### src/rtl/pwm_multi_channel_block.sv
// Multi-channel PWM generator on the USI slave bus: shared period counter, per-channel duty/polarity.
// Latency: CSR write lands on the strobe edge; readback, oPwm and oPwmSync are 1 cycle behind their source.
// Backpressure: none; every write strobe is accepted and reads always complete in one cycle.
module pwm_multi_channel_block #(
    parameter int pBlockAdrsMap = 8,
    parameter int pAdrsMap      = 2,
    parameter int pBusAdrsBit   = 15,
    parameter int pChNum        = 4,
    parameter int pCntWidth     = 16
) (
    input  logic              iSysClk,
    input  logic              iSysRst,
    input  logic [31:0]       iSUsiWd,
    input  logic [15:0]       iSUsiAdrs,
    input  logic              iSUsiWCke,
    output logic [31:0]       oSUsiRd,
    output logic              oSUsiVd,
    output logic [pChNum-1:0] oPwm,
    output logic              oPwmSync
);

    localparam int SelW = pBusAdrsBit - pBlockAdrsMap + 1;
    typedef logic [pCntWidth-1:0] cnt_t;

    logic              blk_hit;
    logic              wr_en;
    logic [7:0]        reg_off;
    logic              load;
    logic              unused_bus;

    logic              en_q, en_d;
    logic              mode_q, mode_d;
    logic [pChNum-1:0] pol_q, pol_d;
    cnt_t              per_sh_q, per_sh_d;
    cnt_t              per_act_q, per_act_d;
    cnt_t              duty_sh_q [pChNum];
    cnt_t              duty_sh_d [pChNum];
    cnt_t              duty_act_q [pChNum];
    cnt_t              duty_act_d [pChNum];
    cnt_t              cnt_q, cnt_d;
    logic              dir_q, dir_d;
    logic [pChNum-1:0] pwm_q, pwm_d;
    logic              sync_q, sync_d;
    logic [31:0]       rd_dat_q, rd_dat_d;
    logic              rd_vld_q, rd_vld_d;

    // Upper write-data bits beyond the counter width are don't-care.
    assign unused_bus = ^{iSUsiWd, iSUsiAdrs};

    // Block select and register offset decode.
    always_comb begin
        blk_hit = (iSUsiAdrs[pBusAdrsBit:pBlockAdrsMap] == SelW'(pAdrsMap));
        reg_off = iSUsiAdrs[7:0];
        wr_en   = iSUsiWCke && blk_hit;
    end

    // CSR writes: CTRL is live immediately, PERIOD/DUTY only touch the shadows.
    always_comb begin
        en_d     = en_q;
        mode_d   = mode_q;
        pol_d    = pol_q;
        per_sh_d = per_sh_q;
        for (int n = 0; n < pChNum; n++) begin
            duty_sh_d[n] = duty_sh_q[n];
        end
        if (wr_en) begin
            if (reg_off == 8'h00) begin
                en_d   = iSUsiWd[0];
                mode_d = iSUsiWd[1];
                pol_d  = iSUsiWd[8 +: pChNum];
            end
            if (reg_off == 8'h04) begin
                per_sh_d = iSUsiWd[pCntWidth-1:0];
            end
            for (int n = 0; n < pChNum; n++) begin
                if (reg_off == 8'(8 + 4 * n)) begin
                    duty_sh_d[n] = iSUsiWd[pCntWidth-1:0];
                end
            end
        end
    end

    // Period counter: disable, enable edge or a MODE change all park it at 0 counting up.
    always_comb begin
        cnt_d = cnt_q;
        dir_d = dir_q;
        if (!(en_q && en_d) || (mode_d != mode_q)) begin
            cnt_d = '0;
            dir_d = 1'b0;
        end else if (!mode_q) begin
            dir_d = 1'b0;
            cnt_d = (cnt_q >= per_act_q) ? '0 : cnt_q + cnt_t'(1);
        end else if (!dir_q) begin
            if (cnt_q >= per_act_q) begin
                // PERIOD 0/1 have no down leg; fold straight back to 0.
                if (per_act_q <= cnt_t'(1)) begin
                    cnt_d = '0;
                end else begin
                    cnt_d = per_act_q - cnt_t'(1);
                    dir_d = 1'b1;
                end
            end else begin
                cnt_d = cnt_q + cnt_t'(1);
            end
        end else begin
            if (cnt_q <= cnt_t'(1)) begin
                cnt_d = '0;
                dir_d = 1'b0;
            end else begin
                cnt_d = cnt_q - cnt_t'(1);
            end
        end
    end

    // Shadow-to-active copy whenever the counter enters 0, so the counter-0 cycle
    // (the one that raises oPwmSync) already compares against the new values.
    always_comb begin
        load      = !en_q || (cnt_d == '0);
        per_act_d = load ? per_sh_q : per_act_q;
        for (int n = 0; n < pChNum; n++) begin
            duty_act_d[n] = load ? duty_sh_q[n] : duty_act_q[n];
        end
    end

    // Per-channel compare and sync pulse; disabled channels sit at their inactive level.
    always_comb begin
        pwm_d = pol_q;
        for (int n = 0; n < pChNum; n++) begin
            if (en_q) begin
                pwm_d[n] = (cnt_q < duty_act_q[n]) ^ pol_q[n];
            end
        end
        sync_d = en_q && (cnt_q == '0);
    end

    // Readback mux; PERIOD/DUTY return the shadow copies.
    always_comb begin
        rd_vld_d = blk_hit;
        rd_dat_d = '0;
        if (blk_hit) begin
            if (reg_off == 8'h00) begin
                rd_dat_d[0]             = en_q;
                rd_dat_d[1]             = mode_q;
                rd_dat_d[8 +: pChNum]   = pol_q;
            end
            if (reg_off == 8'h04) begin
                rd_dat_d[pCntWidth-1:0] = per_sh_q;
            end
            for (int n = 0; n < pChNum; n++) begin
                if (reg_off == 8'(8 + 4 * n)) begin
                    rd_dat_d[pCntWidth-1:0] = duty_sh_q[n];
                end
            end
            if (reg_off == 8'h40) begin
                rd_dat_d[pCntWidth-1:0] = cnt_q;
                rd_dat_d[31]            = dir_q;
            end
        end
    end

    // State registers with synchronous reset.
    always_ff @(posedge iSysClk) begin
        if (iSysRst) begin
            en_q      <= 1'b0;
            mode_q    <= 1'b0;
            pol_q     <= '0;
            per_sh_q  <= '0;
            per_act_q <= '0;
            for (int n = 0; n < pChNum; n++) begin
                duty_sh_q[n]  <= '0;
                duty_act_q[n] <= '0;
            end
            cnt_q     <= '0;
            dir_q     <= 1'b0;
            pwm_q     <= '0;
            sync_q    <= 1'b0;
            rd_dat_q  <= '0;
            rd_vld_q  <= 1'b0;
        end else begin
            en_q      <= en_d;
            mode_q    <= mode_d;
            pol_q     <= pol_d;
            per_sh_q  <= per_sh_d;
            per_act_q <= per_act_d;
            for (int n = 0; n < pChNum; n++) begin
                duty_sh_q[n]  <= duty_sh_d[n];
                duty_act_q[n] <= duty_act_d[n];
            end
            cnt_q     <= cnt_d;
            dir_q     <= dir_d;
            pwm_q     <= pwm_d;
            sync_q    <= sync_d;
            rd_dat_q  <= rd_dat_d;
            rd_vld_q  <= rd_vld_d;
        end
    end

    assign oPwm     = pwm_q;
    assign oPwmSync = sync_q;
    assign oSUsiRd  = rd_dat_q;
    assign oSUsiVd  = rd_vld_q;

endmodule

### config.mk
export PLATFORM = sky130hd
export DESIGN_NAME = pwm_multi_channel_block
export DESIGN_NICKNAME = d
export VERILOG_FILES = /design/src/rtl/pwm_multi_channel_block.sv
export SDC_FILE = /design/constraint.sdc
export NUM_CORES = 1
export LEC_CHECK = 0
export BUFFER_PORTS_ARGS = -buffer_cell sky130_fd_sc_hd__buf_2
export CAP_MARGIN = 20
export CORE_ASPECT_RATIO = 2
export CORE_MARGIN = 1
export CORE_UTILIZATION = 50
export CTS_CLUSTER_DIAMETER = 200
export DETAILED_ROUTE_END_ITERATION = 10
export PLACE_DENSITY_LB_ADDON = 0.12
export SLEW_MARGIN = 20
export SYNTH_ARGS = -nofsm -noshare
export SYNTH_HDL_FRONTEND = slang
export SYNTH_SLANG_ARGS = --single-unit
### constraint.sdc
create_clock -name iSysClk -period 3.8 [get_ports iSysClk]
set_input_delay 0.38 -clock iSysClk [delete_from_list [all_inputs] [get_ports iSysClk]]
set_output_delay 0.38 -clock iSysClk [all_outputs]
set_load 0.005 [all_outputs]
==> flow_summary.toml, run 1 <==
[clock_network]
cts_root_buffer = "clkbuf_16"
clkTransAtPathRegs_ps = 70
clk-insertion-delay-late_ps = 530
numClockSinks = 206
cts-htree-levels = 1
cts_tree = "built"
clockBufferDepth = 3
cts.hold.buffers_added = 0
cts_made_buffers = 20

[detailed_routing]
totalWireLength_um = 36690
detail_route.vias_per_cell = 5.610
drcViolationCount = 4
drt-pass1-iter-count = 8
num_vias = 9975
ant_nets = 0
wl_per_cell_um = 20.63
drt_iter0_markers = 519

[synthesis]
synth_cell_types = 68
synth-seq-cells = 206
synth_edf_count = 0
syn_area_um2 = 11910
synthArstFlopShare = 0
yosysWarningCount = 0
syn_area_per_cell_um2 = 8.432
synth_flop_cell = "dfxtp_1"
seq_area_frac_synth = 0.3464
syn_inst = 1412

[die]
rows = 79
initial_utilization = 0.5104
ios = 89
die_area_um2 = 24470
die_y_um = 220.2
die_w_um = 111.1
core_um2 = 23330

[final_layout]
syn2layout_area_growth_pct = 12.47
finalCoreUtilization = 0.5741
nNetsFinal = 1614
drive_gt1_frac = 0.1371
diodes = 0
final_area_um2 = 13390

[global_routing]
grt_pass1_wl_um = 55020
antenna_found_initial = 0
grt_usage = 0.2994
grt_pass1_vias = 9633
grt_overflow_total = 0
grt_max_degree = 97

[sta]
max_slew.worst_pin.slew_ps = 912.7
layout_min_cycle_time_ps = 3750
setup_viol = 0
holdWs_ps = 153.9
fin_setup_tns_ps = 0
max_clock_freq_ghz = 0.2667
maxSlewViolCount = 0
setup_slack_ps = 50.10
fin_crit_sh = 0.9868
slew_headroom = 0.3916
hold_violations = 0
skew_ps = 16.02

[setup_path]
startpoint_type = "register"
cp.required_ps = 4240
worstSetupPathType = "register to register"
path_max_fanout = 9
cp.arrival_ps = 4190
worst_setup_path_end_kind = "register"
rrSetupSlack_ps = 50

[placement]
hpwl_um = 27050
numPortBuffers = 57
placed_area_um2 = 12590
place_congestion = 0.9377
dp_slack_ps = -54.29

[pwr]
p_int_mw = 3.369
pwr_density_cell_nw_per_um2 = 323.5
total_leakage_power_nw = 5.524
netSwitchingFraction = 0.2225
p_clk_frac = 0.471
comb_power_share = 0.031
ir_worst_vdd_v = 0.0003506
p_switching_mw = 0.9640
pwr-share-seq = 0.498

[hold_path]
hold_path.class = "input port to register"

[run]
maxCapViolations = 0

[run_status]
violations = "design-rule violations"
status = "complete, but fails checks"
## what timing repair did
item                                   CTS  global route
buffers inserted                         0             4
resized for setup                        2            12
endpoints found under the hold margin    0             0
setup endpoints to repair               51            80
pin swaps                                0             7
gates cloned                             0             2
## final timing paths
check,start,end,cells past startpoint
max,cnt_q[0],duty_act_q[2][12],14
min,iSUsiWd[5],per_sh_q[5],3
max reg2reg,cnt_q[0],duty_act_q[2][12],14
min reg2reg,duty_act_q[1][3],duty_act_q[1][3],2
## routing by layer
metal	track usage	share of wire	wire [um]
met5	0	0	0
met3	0.02794	0.039	1436
met1	0.3162	0.37	13590
met4	0.1950	0.063	2326
met2	0.5662	0.53	19330
## cells in the mapped netlist, drive strengths merged, types with 4 or more instances
master / instances / area, um^2
xor2: 15 / 131.4
a22oi: 17 / 127.6
nor4: 13 / 166.4
nor3: 17 / 95.09
a21o: 23 / 180.2
ha: 82 / 1026
and4: 4 / 35.03
buf: 39 / 379.1
a21oi: 126 / 634.4
nor2: 67 / 254.0
o21ai: 21 / 127.6
o22ai: 6 / 37.54
inv: 82 / 307.8
and3: 14 / 87.58
nand3: 20 / 105.1
a211oi: 7 / 57.55
nor2b: 7 / 43.79
nand4: 14 / 93.84
mux2i: 98 / 980.9
dfxtp: 206 / 4124
a221oi: 19 / 172.7
xnor2: 26 / 227.7
nand2: 212 / 803.3
clkbuf: 61 / 229.0
nand2b: 171 / 1072
and2: 7 / 43.79
## area by class of cell
| class | instances | area (um^2) |
|---|---|---|
| clock inverters | 6 | 66.31 |
| fillers | 2212 | 9936 |
| flip-flops and latches | 206 | 4126 |
| well taps | 283 | 354.1 |
| clock buffers | 30 | 598.1 |
| inverters | 82 | 307.8 |
| multi-input cells | 1038 | 6973 |
| repair buffers | 133 | 965.9 |
## logic make-up (layout without fill, tap and decap cells)
group | after synthesis | after routing | synth area share
other | 1 | 15 | 0.0003150
XOR/XNOR | 41 | 41 | 0.03016
adder cells (fa/ha/maj) | 82 | 82 | 0.08617
AO/OA/AOI/OAI | 238 | 238 | 0.1289
AND/OR/NAND/NOR | 564 | 564 | 0.2487
buffers and inverters | 182 | 251 | 0.07692
multiplexers | 98 | 98 | 0.08239
flip-flops | 206 | 206 | 0.3464
## critical path, cell delays in order (launching register included)
cell and delay, ps:
dfxtp_2 320, inv_1 50, ha_1 260, nand2b_1 150, a2111o_1 410, a311oi_2 390
a21o_4 220, nor4b_1 70, nor4_2 450, and3_1 240, nand3_2 90, nor4_4 360
buf_6 270, buf_12 180, mux2i_1 210
## flip-flops by register name, indices dropped and copies added, names as in the netlist
signal / count
dir_q: 1
cnt_q: 16
duty_sh_q: 64
oSUsiVd: 1
oPwm: 4
per_sh_q: 16
en_q: 1
oSUsiRd: 17
mode_q: 1
duty_act_q: 64
pol_q: 4
oPwmSync: 1
per_act_q: 16
## through the flow
stage / instances / total power, mW
final: 1778 / 4.333
after global routing: 1778 / 4.453
after CTS: 1772 / 4.371
after detailed placement: 1736 / 2.340
after global placement: 1736 / 2.340
after floorplan: 1426 / 2.293
## cells in the final DEF (no fill, tap or decap), types with 15 or more instances in the layout
master	netlist	final
nand2_1	211	210
dfxtp_1	206	204
nand2b_1	170	170
a21oi_1	125	124
mux2i_1	98	98
inv_1	82	82
ha_1	82	82
nor2_1	66	66
buf_4	15	65
buf_2	7	56
xnor2_1	26	26
a21o_1	22	22
clkbuf_16	0	22
o21ai_0	19	19
nand3_1	19	18
a221oi_1	18	18
a22oi_1	17	17
xor2_1	15	15
conb_1	1	15
## power groups by stage
stage          Sequential, mW  Combinational (mW)  Clock [mW]
3_5_place_dp             2.21               0.133           0
2_1_floorplan            2.21              0.0857           0
5_1_grt                  2.16               0.141        2.16
6_report                 2.16               0.133        2.04
4_1_cts                  2.16               0.133        2.08
3_3_place_gp             2.21               0.132           0
Power figures use the tool's default switching activity.
==> run 2: changes to the inputs <==
==> constraint.sdc (replaced) <==
create_clock -name iSysClk -period 3.1 [get_ports iSysClk]
set_input_delay 0.31 -clock iSysClk [delete_from_list [all_inputs] [get_ports iSysClk]]
set_output_delay 0.31 -clock iSysClk [all_outputs]
set_load 0.005 [all_outputs]
==> run 2 against run 1 <==
The flow finishes with violations (design-rule violations, negative setup slack). Fmax grew 5.8%. Clock power grew 22%. Cell count up 4.9%. Register-to-register slack got worse by 500 ps. Combinational power increased by 30%. Count of clock-buffer cells in the layout fell by 1. Via count increased by 5.0%. Clock skew up 4.8 ps. Global-route usage grew 1.6 points. Critical path depth is 3 higher.
==> flow_summary.toml, run 2 (synthesized netlist as in run 1, its figures left out) <==
[run_status]
status = "complete, but fails checks"
violations = "design-rule violations, negative setup slack"

[sta]
setup_slack_ps = -445.6
hold_violations = 0
skew_ps = 20.79
max_slew.worst_pin.slew_ps = 847.4
layout_min_cycle_time_ps = 3546
fin_crit_sh = 1.144
setup_viol = 80
max_clock_freq_ghz = 0.2820
slew_headroom = 0.4337
rsz0062_at_grt = "yes"
maxSlewViolCount = 0

[pwr]
pwr_density_cell_nw_per_um2 = 371.5
power_mw = 5.296
ir_worst_vdd_v = 0.0004344
total_leakage_power_nw = 5.967

[final_layout]
fillers = 2147
drive_gt1_frac = 0.1991
syn2layout_area_growth_pct = 19.74
final_cell_mix = "211 x nand2_1, 199 x dfxtp_1, 169 x nand2b_1"
seqCellArea_um2 = 4133
final_area_um2 = 14260
multi_input_area_um2 = 7137
final_common_cell = "nand2_1"
diodes = 0
nNetsFinal = 1704

[clock_network]
cts-htree-levels = 1
cts.hold.buffers_added = 0
clkTransAtPathRegs_ps = 60
cts_root_buffer = "clkbuf_16"
clk-insertion-delay-late_ps = 520
cts_made_buffers = 20
numClockSinks = 206
clockBufferDepth = 3
cts_tree = "built"

[setup_path]
crit_chain = "inv_4, ha_4, nand2b_4, a2111o_1, a311oi_4, buf_4, a21o_4, nor4b_4, nor4_2, buf_4, and3_4, nand3_4, nor4_4, buf_12, buf_12, buf_12, mux2i_1"
rrSetupSlack_ps = -450
max_stage_delay_ps = 450
crit_start = "cnt_q[0]"
worstSetupPathType = "register to register"
worst_setup_path_end_kind = "register"
crit_top_cell = "buf_12"
cp.required_ps = 3540
timing.rr.start = "cnt_q[0]"
rr_worst_depth = 17
crit_path_top_delay_cell = "a2111o_1"
cp.arrival_ps = 3980
startpoint_type = "register"
path_max_fanout = 8

[global_routing]
grt_pass1_vias = 10405
grt_overflow_total = 0
antenna_found_initial = 0
grt_pass1_wl_um = 58090
grt_usage = 0.3149
grt_max_degree = 137

[die]
rows = 79
die_area_um2 = 24470
initial_utilization = 0.5104
die_w_um = 111.1
die_y_um = 220.2
ios = 89
core_um2 = 23330

[placement]
numPortBuffers = 57
hpwl_um = 29100
placed_area_um2 = 13350
place_congestion = 0.9538

[hold_path]
hold_path.class = "input port to register"
worstHoldStart = "iSUsiWd[7]"
holdPathStages = 3

[detailed_routing]
drt_iter0_markers = 596
drt-pass1-iter-count = 10
detail_route.vias_per_cell = 5.617
num_vias = 10475
ant_nets = 0
totalWireLength_um = 38540
drcViolationCount = 6
wl_per_cell_um = 20.66

[run]
maxCapViolations = 0
-- run 2: power breakdown --
group	total, mW	switching (mW)	leakage [nW]	internal (mW)
combinational	0.173	0.106	3.99	0.0671
clock	2.48	1.05	0.310	1.43
sequential	2.65	0.0000156	1.66	2.65
-- run 2: repair_timing --
action | in CTS | in global routing
buffers inserted | 0 | 8
setup endpoints to repair | 80 | 80
pin swaps | 0 | 16
cloned | 0 | 0
resized for setup | 6 | 31
-- run 2: layout make-up --
cell class,count,share of cell area
clock buffers,29,0.03958
clock inverters,4,0.005880
inverters,82,0.02177
multi-input cells,1038,0.5006
flip-flops and latches,206,0.2899
well taps,283,0.02484
repair buffers,223,0.1174
-- run 2: path summary, 6_finish.rpt --
path | to
worst min-delay path | duty_sh_q[1][7]
worst max-delay path | per_act_q[3]
worst min register to register | duty_act_q[3][1]
worst max register to register | per_act_q[3]
-- run 2: worst max-delay path, delay by kind of cell, from the launching register on --
family          cells  cell delay, ps
fa+ha+maj           1             190
compound gates      3             830
flops               1             350
mux                 1             170
simple gates        6            1080
buf+inv             6             830
-- run 2: layer usage --
layer / routed length [um] / part of all wire / global-route usage
met5: 0 / 0 / 0
met4: 2806 / 0.073 / 0.2176
met3: 1635 / 0.042 / 0.02903
met2: 20350 / 0.53 / 0.6052
met1: 13750 / 0.36 / 0.3203
-- run 2: metrics by stage --
step | std cells | hold WS [ps] | TNS [ps] | util | setup WS, ps
final | 1865 | 85.36 | -30730 | 0.6111 | -445.6
after detailed placement | 1824 | 461.5 | -23670 | 0.5721 | -353.7
after CTS | 1857 | 70.31 | -21640 | 0.6011 | -325.2
after floorplan | 1426 | 446.0 | -1282 | - | -16.03
after global placement | 1824 | 457.1 | -20530 | 0.5721 | -284.2
after global routing | 1865 | 75.62 | -37450 | 0.6111 | -530.3
==> run 3: changes to the inputs <==
--- a/config.mk
+++ b/config.mk
@@ -13,6 +13,7 @@
 export CTS_CLUSTER_DIAMETER = 200
 export DETAILED_ROUTE_END_ITERATION = 10
 export PLACE_DENSITY_LB_ADDON = 0.12
+export SKIP_CTS_REPAIR_TIMING = 1
 export SLEW_MARGIN = 20
 export SYNTH_ARGS = -nofsm -noshare
 export SYNTH_HDL_FRONTEND = slang
==> run 3 against run 2 <==
The flow still finishes with violations (design-rule violations, negative setup slack). Critical endpoint unchanged. Critical path type unchanged. Cell count is 0.16% lower. Worst hold slack improved by 1.2 ps. Flip-flop and latch count did not move. Total power barely moved. Register-to-register slack about the same. Non-clock buffer count fell by 3. Worst setup slack improved by 3.1 ps.
==> flow_summary.toml, run 3 (synthesized netlist as in run 1, its figures left out) <==
[run_status]
status = "complete, but fails checks"
violations = "design-rule violations, negative setup slack"

[placement]
hpwl_um = 29100
dp_slack_ps = -353.7
place_congestion = 0.9538
placed_area_um2 = 13350
numPortBuffers = 57

[final_layout]
nNetsFinal = 1701
finalCoreUtilization = 0.6083
drive_gt1_frac = 0.1932
final_cell_mix = "211 x nand2_1, 201 x dfxtp_1, 169 x nand2b_1"
final_common_cell = "nand2_1"
final_area_um2 = 14190
diodes = 0
fillers = 2158
syn2layout_area_growth_pct = 19.18

[detailed_routing]
drt-pass1-iter-count = 8
drcViolationCount = 6
detail_route.vias_per_cell = 5.605
ant_nets = 0
num_vias = 10437
wl_per_cell_um = 20.67
totalWireLength_um = 38490
drt_iter0_markers = 540

[clock_network]
clkTransAtPathRegs_ps = 70
cts_tree = "built"
clockBufferDepth = 3
cts-htree-levels = 1
clk-insertion-delay-late_ps = 520
numClockSinks = 206
cts_made_buffers = 20
cts_root_buffer = "clkbuf_16"

[hold_path]
worstHoldStart = "iSUsiWd[4]"
min_to = "per_sh_q[4]"
holdPathStages = 3
hold_path.class = "input port to register"

[die]
ios = 89
initial_utilization = 0.5104
core_um2 = 23330
die_area_um2 = 24470
die_w_um = 111.1
die_y_um = 220.2
rows = 79

[sta]
setup_viol = 80
rsz0062_at_grt = "yes"
setup_slack_ps = -442.6
skew_ps = 20.27
slew_headroom = 0.4402
max_slew.worst_pin.slew_ps = 837.6
holdWs_ps = 86.60
maxSlewViolCount = 0
layout_min_cycle_time_ps = 3543
fin_crit_sh = 1.143
hold_violations = 0
max_clock_freq_ghz = 0.2823

[setup_path]
r2r-end = "per_act_q[3]"
cp.required_ps = 3540
worst_setup_path_end_kind = "register"
timing.rr.start = "per_act_q[5]"
startpoint_type = "register"
rrSetupSlack_ps = -440
crit_path_top_delay_cell = "nor4_4"
max_stage_delay_ps = 340
path_max_fanout = 8
worstSetupPathType = "register to register"
crit_chain = "inv_1, ha_1, nand4_1, nor3_2, buf_4, a311oi_4, buf_4, a21o_4, nor4b_2, nor4_2, buf_4, and3_4, nand3_4, nor4_4, buf_12, buf_12, buf_12, mux2i_1"
path_delay_family = "simple AND/OR/NAND/NOR gates"
cp.arrival_ps = 3980
rr_worst_depth = 18
critPathBufInv = 7

[pwr]
power_mw = 5.298
ir_worst_vdd_v = 0.0004330
pwr_density_cell_nw_per_um2 = 373.3
total_leakage_power_nw = 5.948

[global_routing]
antenna_found_initial = 0
grt_max_degree = 137
grt_usage = 0.3149
grt_overflow_total = 0
grt_pass1_vias = 10398
grt_pass1_wl_um = 58080

[run]
maxCapViolations = 0
[run 3: changes by cell type in the layout (fill, tap and decap cells not counted), moves of 2 or more]
cell	previous run	this run
buf_4	154	151
a21oi_1	123	125
a21oi_2	3	1
dfxtp_1	199	201
dfxtp_2	7	5
ha_1	73	75
ha_4	9	7
[run 3: cell type report]
class                   count  area [um^2]  share of cell area
multi-input cells        1038         7096              0.5000
flip-flops and latches    206         4130              0.2911
repair buffers            220         1652              0.1164
clock buffers              29        564.3             0.03977
well taps                 283        354.1             0.02495
inverters                  82        310.3             0.02187
clock inverters             4        83.83            0.005908
[run 3: metal layers]
layer  global-route usage  vias up  share of wire  wire length, um
met5                    0        -              0                0
li1                     -     5044              -                -
met1               0.3206     4905           0.35            13620
met3              0.02876      142          0.043             1664
met2               0.6027      346           0.53            20330
met4               0.2221        0          0.074             2864
[run 3: worst max path at each step]
stage / to / cells past startpoint / start / slack, ps
after global routing: per_act_q[3] / 17 / per_act_q[5] / -530
after global placement: duty_act_q[3][12] / 14 / per_act_q[1] / -280
after detailed placement: duty_act_q[3][7] / 16 / per_act_q[14] / -350
after floorplan: duty_act_q[0][0] / 15 / cnt_q[0] / -20
final: per_act_q[3] / 18 / per_act_q[5] / -440
after CTS: duty_act_q[2][11] / 14 / per_act_q[1] / -370
[run 3: tightest hold or removal path, delay by kind of cell]
family,cells,cell delay [ps]
compound gates,1,50
simple gates,1,60
buf+inv,1,140
[run 3: report_power, final]
part	leakage [nW]	switching [mW]	internal, mW	total, mW
clock	0.310	1.05	1.43	2.48
combinational	3.98	0.105	0.0671	0.172
sequential	1.66	0.0000158	2.65	2.65
total	5.95	1.15	4.14	5.30
[run 3: through the flow]
step / cells / TNS, ps
CTS: 1857 / -25520
detailed placement: 1824 / -23670
global route: 1862 / -37770
floorplan: 1426 / -1282
global placement: 1824 / -20530
finish: 1862 / -30600
